==> src/rtl/hazard_pkg.sv <==
// Shared constants and types for the pipeline hazard/forwarding controller.
// Latency: n/a (declarations only).
// Backpressure: n/a (declarations only).
//
// Contents:
//   FWD_REG / FWD_WB / FWD_MEM : ALU operand forwarding select encodings
//   mdu_state_t                : MDU stall sequencer state encoding
package hazard_pkg;

   // ALU operand source select driven onto the EX operand muxes
   localparam logic [1:0] FWD_REG = 2'b00;   // register file value
   localparam logic [1:0] FWD_WB  = 2'b01;   // result being written back
   localparam logic [1:0] FWD_MEM = 2'b10;   // ALU result sitting in MEM

   // MDU stall sequencer
   //   IDLE : no MDU op held in EX
   //   BUSY : MDU op held in EX, latency countdown running
   //   DONE : final cycle, op released from EX; a new op is not accepted here
   typedef enum logic [1:0] {
      IDLE = 2'd0,
      BUSY = 2'd1,
      DONE = 2'd2
   } mdu_state_t;

endpackage : hazard_pkg

==> src/rtl/mdu_stall_fsm.sv <==
// Holds an MDU op in EX for MDU_LAT cycles (detect cycle + MDU_LAT-1 BUSY cycles).
// Latency: o_hold combinational from i_mdu_op_E in IDLE; o_mdu_busy registered.
// Backpressure: o_hold is the stall request; DONE ignores i_mdu_op_E so an op never retriggers itself.
//
// Ports:
//   i_clk, i_rst_n : clock, asynchronous active-low reset
//   i_mdu_op_E     : MDU instruction currently in EX
//   o_hold         : hold IF/ID/EX and bubble MEM this cycle
//   o_mdu_busy     : registered, high while the sequencer is in BUSY or DONE
module mdu_stall_fsm
   import hazard_pkg::*;
#(
   parameter int MDU_LAT = 4
) (
   input  logic i_clk,
   input  logic i_rst_n,
   input  logic i_mdu_op_E,
   output logic o_hold,
   output logic o_mdu_busy
);

   localparam int                CNT_W    = $clog2(MDU_LAT);
   localparam logic [CNT_W-1:0]  CNT_LOAD = CNT_W'(MDU_LAT - 1);
   localparam logic [CNT_W-1:0]  CNT_ONE  = CNT_W'(1);

   mdu_state_t       state;
   logic [CNT_W-1:0] cnt;

   // Counter is loaded with MDU_LAT-1 on detect and counts one per BUSY cycle;
   // the cycle whose decrement brings it to zero is the last BUSY cycle, so BUSY
   // lasts exactly MDU_LAT-1 cycles.
   always_ff @(posedge i_clk or negedge i_rst_n) begin
      if (!i_rst_n) begin
         state      <= IDLE;
         cnt        <= '0;
         o_mdu_busy <= 1'b0;
      end else begin
         case (state)
            IDLE: begin
               if (i_mdu_op_E) begin
                  state      <= BUSY;
                  cnt        <= CNT_LOAD;
                  o_mdu_busy <= 1'b1;
               end
            end
            BUSY: begin
               cnt <= cnt - CNT_ONE;
               if (cnt == CNT_ONE) begin
                  state <= DONE;
               end
            end
            DONE: begin
               // Unconditional: the op that just completed is still in EX this
               // cycle and must not start another sequence.
               state      <= IDLE;
               o_mdu_busy <= 1'b0;
            end
            default: begin
               state      <= IDLE;
               cnt        <= '0;
               o_mdu_busy <= 1'b0;
            end
         endcase
      end
   end

   // The detect cycle stalls as well, so the hold request looks at the input
   // directly while IDLE.
   assign o_hold = ((state == IDLE) && i_mdu_op_E) || (state == BUSY);

endmodule : mdu_stall_fsm

==> src/rtl/hazard_ctrl_unit.sv <==
// Hazard and forwarding controller for the 5-stage MIPS pipeline.
// Latency: forwarding/stall/flush combinational from inputs and MDU state; o_mdu_busy and stats registered.
// Backpressure: drives stall (hold) and flush (bubble) of IF/ID, ID/EX, EX/MEM; MDU hold overrides flush_E.
//
// Ports:
//   i_clk, i_rst_n                       : clock, asynchronous active-low reset
//   i_instr_rs_D/rt_D, i_instr_rs_E/rt_E : source registers in ID / EX
//   i_write_reg_E/M/W, i_reg_write_E/M/W : destination register and RegWrite per stage
//   i_mem_to_reg_E/M                     : load in EX / MEM
//   i_branch_D                           : branch/compare in ID
//   i_mdu_op_E                           : multiply/divide op in EX
//   o_forward_a/b                        : ALU operand select (FWD_REG/FWD_WB/FWD_MEM)
//   o_forward_eq_a/b                     : comparator operand taken from MEM
//   o_stall_F/D/E                        : hold PC, IF/ID, ID/EX
//   o_flush_E/M                          : bubble into ID/EX, EX/MEM
//   o_mdu_busy                           : MDU sequencer active
//   o_stall_cycles/o_flush_cycles        : saturating statistics
//
// Build option: HAZARD_CTRL_STATS_EN enables the statistics counters; when it
// is not defined the statistics ports are tied to zero and have no flops.
module hazard_ctrl_unit
   import hazard_pkg::*;
#(
   parameter int REG_ADDR_W = 5,
   parameter int MDU_LAT    = 4,
   parameter int STAT_W     = 16
) (
   input  logic                  i_clk,
   input  logic                  i_rst_n,
   input  logic [REG_ADDR_W-1:0] i_instr_rs_D,
   input  logic [REG_ADDR_W-1:0] i_instr_rt_D,
   input  logic [REG_ADDR_W-1:0] i_instr_rs_E,
   input  logic [REG_ADDR_W-1:0] i_instr_rt_E,
   input  logic [REG_ADDR_W-1:0] i_write_reg_E,
   input  logic [REG_ADDR_W-1:0] i_write_reg_M,
   input  logic [REG_ADDR_W-1:0] i_write_reg_W,
   input  logic                  i_reg_write_E,
   input  logic                  i_reg_write_M,
   input  logic                  i_reg_write_W,
   input  logic                  i_mem_to_reg_E,
   input  logic                  i_mem_to_reg_M,
   input  logic                  i_branch_D,
   input  logic                  i_mdu_op_E,
   output logic [1:0]            o_forward_a,
   output logic [1:0]            o_forward_b,
   output logic                  o_forward_eq_a,
   output logic                  o_forward_eq_b,
   output logic                  o_stall_F,
   output logic                  o_stall_D,
   output logic                  o_stall_E,
   output logic                  o_flush_E,
   output logic                  o_flush_M,
   output logic                  o_mdu_busy,
   output logic [STAT_W-1:0]     o_stall_cycles,
   output logic [STAT_W-1:0]     o_flush_cycles
);

   if (MDU_LAT < 2) begin : g_bad_mdu_lat
      $error("hazard_ctrl_unit: MDU_LAT must be at least 2");
   end

   // ---------------------------------------------------------------------
   // Producer qualification: r0 is never a real destination
   // ---------------------------------------------------------------------
   logic wr_E_vld;
   logic wr_M_vld;
   logic wr_W_vld;
   logic load_E_vld;
   logic load_M_vld;

   assign wr_E_vld   = i_reg_write_E && (i_write_reg_E != '0);
   assign wr_M_vld   = i_reg_write_M && (i_write_reg_M != '0);
   assign wr_W_vld   = i_reg_write_W && (i_write_reg_W != '0);
   assign load_E_vld = i_mem_to_reg_E && wr_E_vld;
   // Load result in MEM is only available after the memory read, so it cannot
   // feed the ID comparator; qualified by mem_to_reg rather than reg_write.
   assign load_M_vld = i_mem_to_reg_M && (i_write_reg_M != '0);

   // ---------------------------------------------------------------------
   // ALU operand forwarding: the younger producer (MEM) has priority
   // ---------------------------------------------------------------------
   always_comb begin
      o_forward_a = FWD_REG;
      if (wr_M_vld && (i_write_reg_M == i_instr_rs_E)) begin
         o_forward_a = FWD_MEM;
      end else if (wr_W_vld && (i_write_reg_W == i_instr_rs_E)) begin
         o_forward_a = FWD_WB;
      end
   end

   always_comb begin
      o_forward_b = FWD_REG;
      if (wr_M_vld && (i_write_reg_M == i_instr_rt_E)) begin
         o_forward_b = FWD_MEM;
      end else if (wr_W_vld && (i_write_reg_W == i_instr_rt_E)) begin
         o_forward_b = FWD_WB;
      end
   end

   // ---------------------------------------------------------------------
   // Branch comparator forwarding from MEM; each operand independent
   // ---------------------------------------------------------------------
   assign o_forward_eq_a = wr_M_vld && (i_write_reg_M == i_instr_rs_D);
   assign o_forward_eq_b = wr_M_vld && (i_write_reg_M == i_instr_rt_D);

   // ---------------------------------------------------------------------
   // ID-stage hazards
   // ---------------------------------------------------------------------
   logic e_hits_d;
   logic m_load_hits_d;
   logic load_use_haz;
   logic branch_haz;
   logic id_haz;

   assign e_hits_d      = (i_write_reg_E == i_instr_rs_D) || (i_write_reg_E == i_instr_rt_D);
   assign m_load_hits_d = (i_write_reg_M == i_instr_rs_D) || (i_write_reg_M == i_instr_rt_D);

   assign load_use_haz = load_E_vld && e_hits_d;
   // The comparator resolves in ID, so any ALU result still in EX, or a load
   // still in MEM, is not yet forwardable to it.
   assign branch_haz   = i_branch_D && ((wr_E_vld && e_hits_d) || (load_M_vld && m_load_hits_d));
   assign id_haz       = load_use_haz || branch_haz;

   // ---------------------------------------------------------------------
   // MDU sequencing
   // ---------------------------------------------------------------------
   logic mdu_hold;

   mdu_stall_fsm #(
      .MDU_LAT (MDU_LAT)
   ) u_mdu_stall_fsm (
      .i_clk      (i_clk),
      .i_rst_n    (i_rst_n),
      .i_mdu_op_E (i_mdu_op_E),
      .o_hold     (mdu_hold),
      .o_mdu_busy (o_mdu_busy)
   );

   // ---------------------------------------------------------------------
   // Stall / flush
   // ---------------------------------------------------------------------
   assign o_stall_F = id_haz || mdu_hold;
   assign o_stall_D = id_haz || mdu_hold;
   assign o_stall_E = mdu_hold;
   // While EX is held the instruction in ID stays put, so no bubble may be
   // inserted behind it; the bubble goes into MEM instead.
   assign o_flush_E = id_haz && !mdu_hold;
   assign o_flush_M = mdu_hold;

   // ---------------------------------------------------------------------
   // Statistics
   // ---------------------------------------------------------------------
`ifdef HAZARD_CTRL_STATS_EN
   localparam logic [STAT_W-1:0] STAT_ONE = STAT_W'(1);

   logic [STAT_W-1:0] stall_cnt;
   logic [STAT_W-1:0] flush_cnt;

   always_ff @(posedge i_clk or negedge i_rst_n) begin
      if (!i_rst_n) begin
         stall_cnt <= '0;
         flush_cnt <= '0;
      end else begin
         if (o_stall_D && (stall_cnt != '1)) begin
            stall_cnt <= stall_cnt + STAT_ONE;
         end
         if ((o_flush_E || o_flush_M) && (flush_cnt != '1)) begin
            flush_cnt <= flush_cnt + STAT_ONE;
         end
      end
   end

   assign o_stall_cycles = stall_cnt;
   assign o_flush_cycles = flush_cnt;
`else
   assign o_stall_cycles = '0;
   assign o_flush_cycles = '0;
`endif

endmodule : hazard_ctrl_unit

==> config.mk <==
export PLATFORM = sky130hd
export DESIGN_NAME = hazard_ctrl_unit
export DESIGN_NICKNAME = d
export VERILOG_FILES = /design/src/rtl/hazard_pkg.sv /design/src/rtl/mdu_stall_fsm.sv /design/src/rtl/hazard_ctrl_unit.sv
export SDC_FILE = /design/constraint.sdc
export NUM_CORES = 1
export LEC_CHECK = 0
export ABC_AREA = 0
export ABC_CLOCK_PERIOD_IN_PS = 1100
export CORE_ASPECT_RATIO = 0.75
export CORE_MARGIN = 2
export CORE_UTILIZATION = 50
export DETAILED_ROUTE_END_ITERATION = 8
export DONT_BUFFER_PORTS = 1
export PLACE_DENSITY = 0.63
export REMOVE_ABC_BUFFERS = 1
export SETUP_SLACK_MARGIN = 0.2
export SLEW_MARGIN = 20
export SYNTH_ARGS = -nofsm -noshare
export SYNTH_HDL_FRONTEND = slang
export SYNTH_SLANG_ARGS = --single-unit
==> constraint.sdc <==
create_clock -name i_clk -period 1.1 [get_ports i_clk]
set_input_delay 0 -clock i_clk [delete_from_list [all_inputs] [get_ports i_clk]]
set_output_delay 0 -clock i_clk [all_outputs]
set_load 0.1 [all_outputs]
==> impl_results.md <==
* Result of the run: finished, violations left
* Failing checks: negative setup slack
* Most common cell after layout, fill and taps aside: conb_1
* Depth of the worst register-to-register path at 8
* Count of pins over their slew limit at 0
* Crit share post-route at 117%
* Class of the worst hold path: input port to async pin
* Die X-Extent at 56.5 um
* Maximum vdd ir drop at 2.63 mV
* Worst R2R End: u_mdu_stall_fsm.cnt[0]
* Post-synthesis register bit count at 5
* Clock tree from TritonCTS: done
* Height of the chip at 43.4 um
* Crit Path Category: register to output pin
* Type of element capturing the critical path: output pin
* Share of the yosys chip area belonging to registers at 12.1%
* Total number of placement rows at 14
* Sink count of the clock tree at 5
* I/O pin cnt at 88
* Worst slew margin at 62.9%
* Placed cell count at 164
* Multiplexer fraction of the synthesized cell area at 0.969%
* Non-Filler Cell Area, Final at between 0.0015 and 0.002 mm^2
* Total vias in the final route at 890
* Initial DRC count at 27
* Yosys synthesis warning count at 0
* Period minus WS final at about 1.3 ns
* RSZ-0062 raised after global routing: yes
* Placed cell area at 0.00118 mm^2
* Final layout net count at 202
* Number of unique standard cell types used by synthesis at 22
* Floorplan core area at 0.00198 mm^2
* Final weighted congestion in routability-driven placement at 0.840
* Number of H-tree levels at 1
* Vias per std cell at 4.94
* Latest clock arrival within the worst-skew pair at between 0.2 and 0.3 ns
* Clock root buffer: clkbuf_4
* Via count of the first global-routing pass at approximately 890
* Launching point of the worst reg2reg path: u_mdu_stall_fsm.state[1]
* Number of clock buffers inserted by TritonCTS at 3
* Mean area per synthesized cell at a little under 8 um^2
* Overall fraction of global-route tracks in use at 21.3%
* Initial antenna violation count at 0
* Max Clock Freq at 0.775 GHz
* Post-detailed-placement half-perimeter wirelength at 2050 um
* WL/cell at 16.6 um
* Final setup slack of the worst path at -0.191 ns
* CTS clk-pin slew, worst paths at 0.05 ns
* Max-cap check violation count at 0
* FF-to-FF setup slack at -0.16 ns
* Final cell count without fillers at 180
* Adder and majority gate portion of the synthesized area at 1.21%
* Leakage Power at 0.692 nW
* PD cells at 2100 mW/mm^2
* CP required at 1.10 ns
* Parity-gate share of the synthesized area counting xor and xnor cells at between 30% and 40%
* Post-synthesis instance area at around 0.0010 mm^2
* Total wire length after detailed routing at 2990 um
* Number of diodes added for antenna fixing at 0
* Initial Utilization at between 50 and 60%
* Die area at 0.00245 mm^2
* Final Hold Violating Endpoints at 0
* Worst setup skew after layout at 0.00886 ns
* Post-synthesis instance total at 131
* DRC viols at 0
* Element type at the critical path start: register
* Grt total ovfl at 0
* Main combinational cell family by area after synthesis: XOR/XNOR gates
* Worst-case clock buffer depth at 2
* Final Setup Violations at 9
* Simple-gate portion of the synthesized area at 16.2%
* Global-route wire length before repair at between 4000 and 5000 um
* Detail Route Antenna Nets at 0
* Worst Tran Pin Value at 0.551 ns
* Area grow syn2layout at 60.9%
* Maximum fanout along the worst path at 3
* Synthesized-area fraction occupied by ao, oa, aoi and oai cells at 5.69%
* Input/output buffers at 0
* Share of post-route cells with drive strength above 1 at 45.5%
* Arrival time worst endpoint at 1.29 ns
* DRT Pass-1 Iters at 4
* Commonest cells after routing, fill and taps aside: conb_1, xor2_1, buf_4
* Maximum number of pins on one net before global-route repair at 7
-- stage by stage --
stage	power [mW]	hold WS, ns	utilization, %	worst slack, ns	TNS, ns
final	3.48	0.0540	84.0	-0.191	-1.14
after global routing	3.62	0.0635	84.0	-0.235	-1.55
after CTS	3.08	0.0514	71.2	-0.188	-1.15
after detailed placement	2.46	-0.296	59.8	-0.147	-0.545
after global placement	2.44	-0.296	59.8	-0.0622	-0.312
after floorplan	1.73	-0.296	-	-3.36	-18.31
-- cell type report --
type,instances,area (um^2)
clock buffer,4,26.3
fill,110,317
inverter,4,17.5
multi-input combinational,114,1080
sequential,5,125
tap,24,30.0
timing repair buffer,29,383
-- critical path, stage by stage (launching register included) --
cell and delay (ns):
dfrtp_1 0.39, inv_2 0.08, o21ai_2 0.06, buf_6 0.13
inv_4 0.06, buf_6 0.10, buf_16 0.22
-- logic make-up (layout without fill, tap and decap cells) --
family / after synthesis / count (layout)
XOR/XNOR: 40 / 40
adder cells (fa/ha/maj): 1 / 1
flip-flops: 5 / 5
AND/OR/NAND/NOR: 29 / 29
buffers and inverters: 43 / 37
multiplexers: 1 / 1
other: 1 / 32
AO/OA/AOI/OAI: 11 / 11
-- flip-flops by register name (all words and copies together), names as in the netlist --
| signal | flops |
|---|---|
| u_mdu_stall_fsm.o_mdu_busy | 1 |
| u_mdu_stall_fsm.state | 2 |
| u_mdu_stall_fsm.cnt | 2 |
-- repair_timing --
item / CTS / global route
pin swaps: 6 / 10
hold buffers: 2 / 0
gates resized for setup: 27 / 33
endpoints found under the setup margin: 14 / 16
buffers inserted: 6 / 4
endpoints found under the hold margin: 7 / 0
-- synth_stat cells --
cell,n,area (um^2)
xnor2_1,18,158
and3_1,1,6.26
nor2b_1,2,12.5
o2111ai_1,1,8.76
inv_1,4,15.0
dfrtp_1,5,125
nor4_2,2,25.0
o21ai_0,4,20.0
nor4_1,2,12.5
buf_4,38,285
nand3_1,8,40.0
buf_2,1,5.00
o21ai_1,1,5.00
nor2_1,3,11.3
conb_1,1,3.75
xor2_1,22,193
nand2_1,2,7.51
nor3_1,6,30.0
or4_1,3,22.5
mux2i_1,1,10.0
a21oi_1,5,25.0
ha_1,1,12.5
-- power by group --
part,switching [mW],total (mW),internal (mW)
sequential,0.0742,0.357,0.282
clock,0.0878,0.226,0.138
combinational,1.87,2.90,1.03
total,2.04,3.48,1.45
-- worst max-delay path by stage --
stage                                  start             end  slack, ns  depth (start not counted)
floorplan                   i_write_reg_M[1]  o_forward_a[0]      -3.36                          5
global placement            i_write_reg_M[4]       o_flush_E      -0.06                          6
detailed placement          i_write_reg_M[4]       o_flush_E      -0.15                          6
CTS                 u_mdu_stall_fsm.state[1]       o_flush_M      -0.19                          6
global route        u_mdu_stall_fsm.state[1]       o_flush_M      -0.24                          6
finish              u_mdu_stall_fsm.state[1]       o_flush_M      -0.19                          6
-- metal layers --
metal	track usage, %	wire, um	share of wire, %
met4	5.71	46	1.5
met1	25.9	1060	35
met5	0	0	0
met3	4.78	190	6.4
met2	38.4	1690	57
No activity file was read; power rests on OpenSTA's default activity.
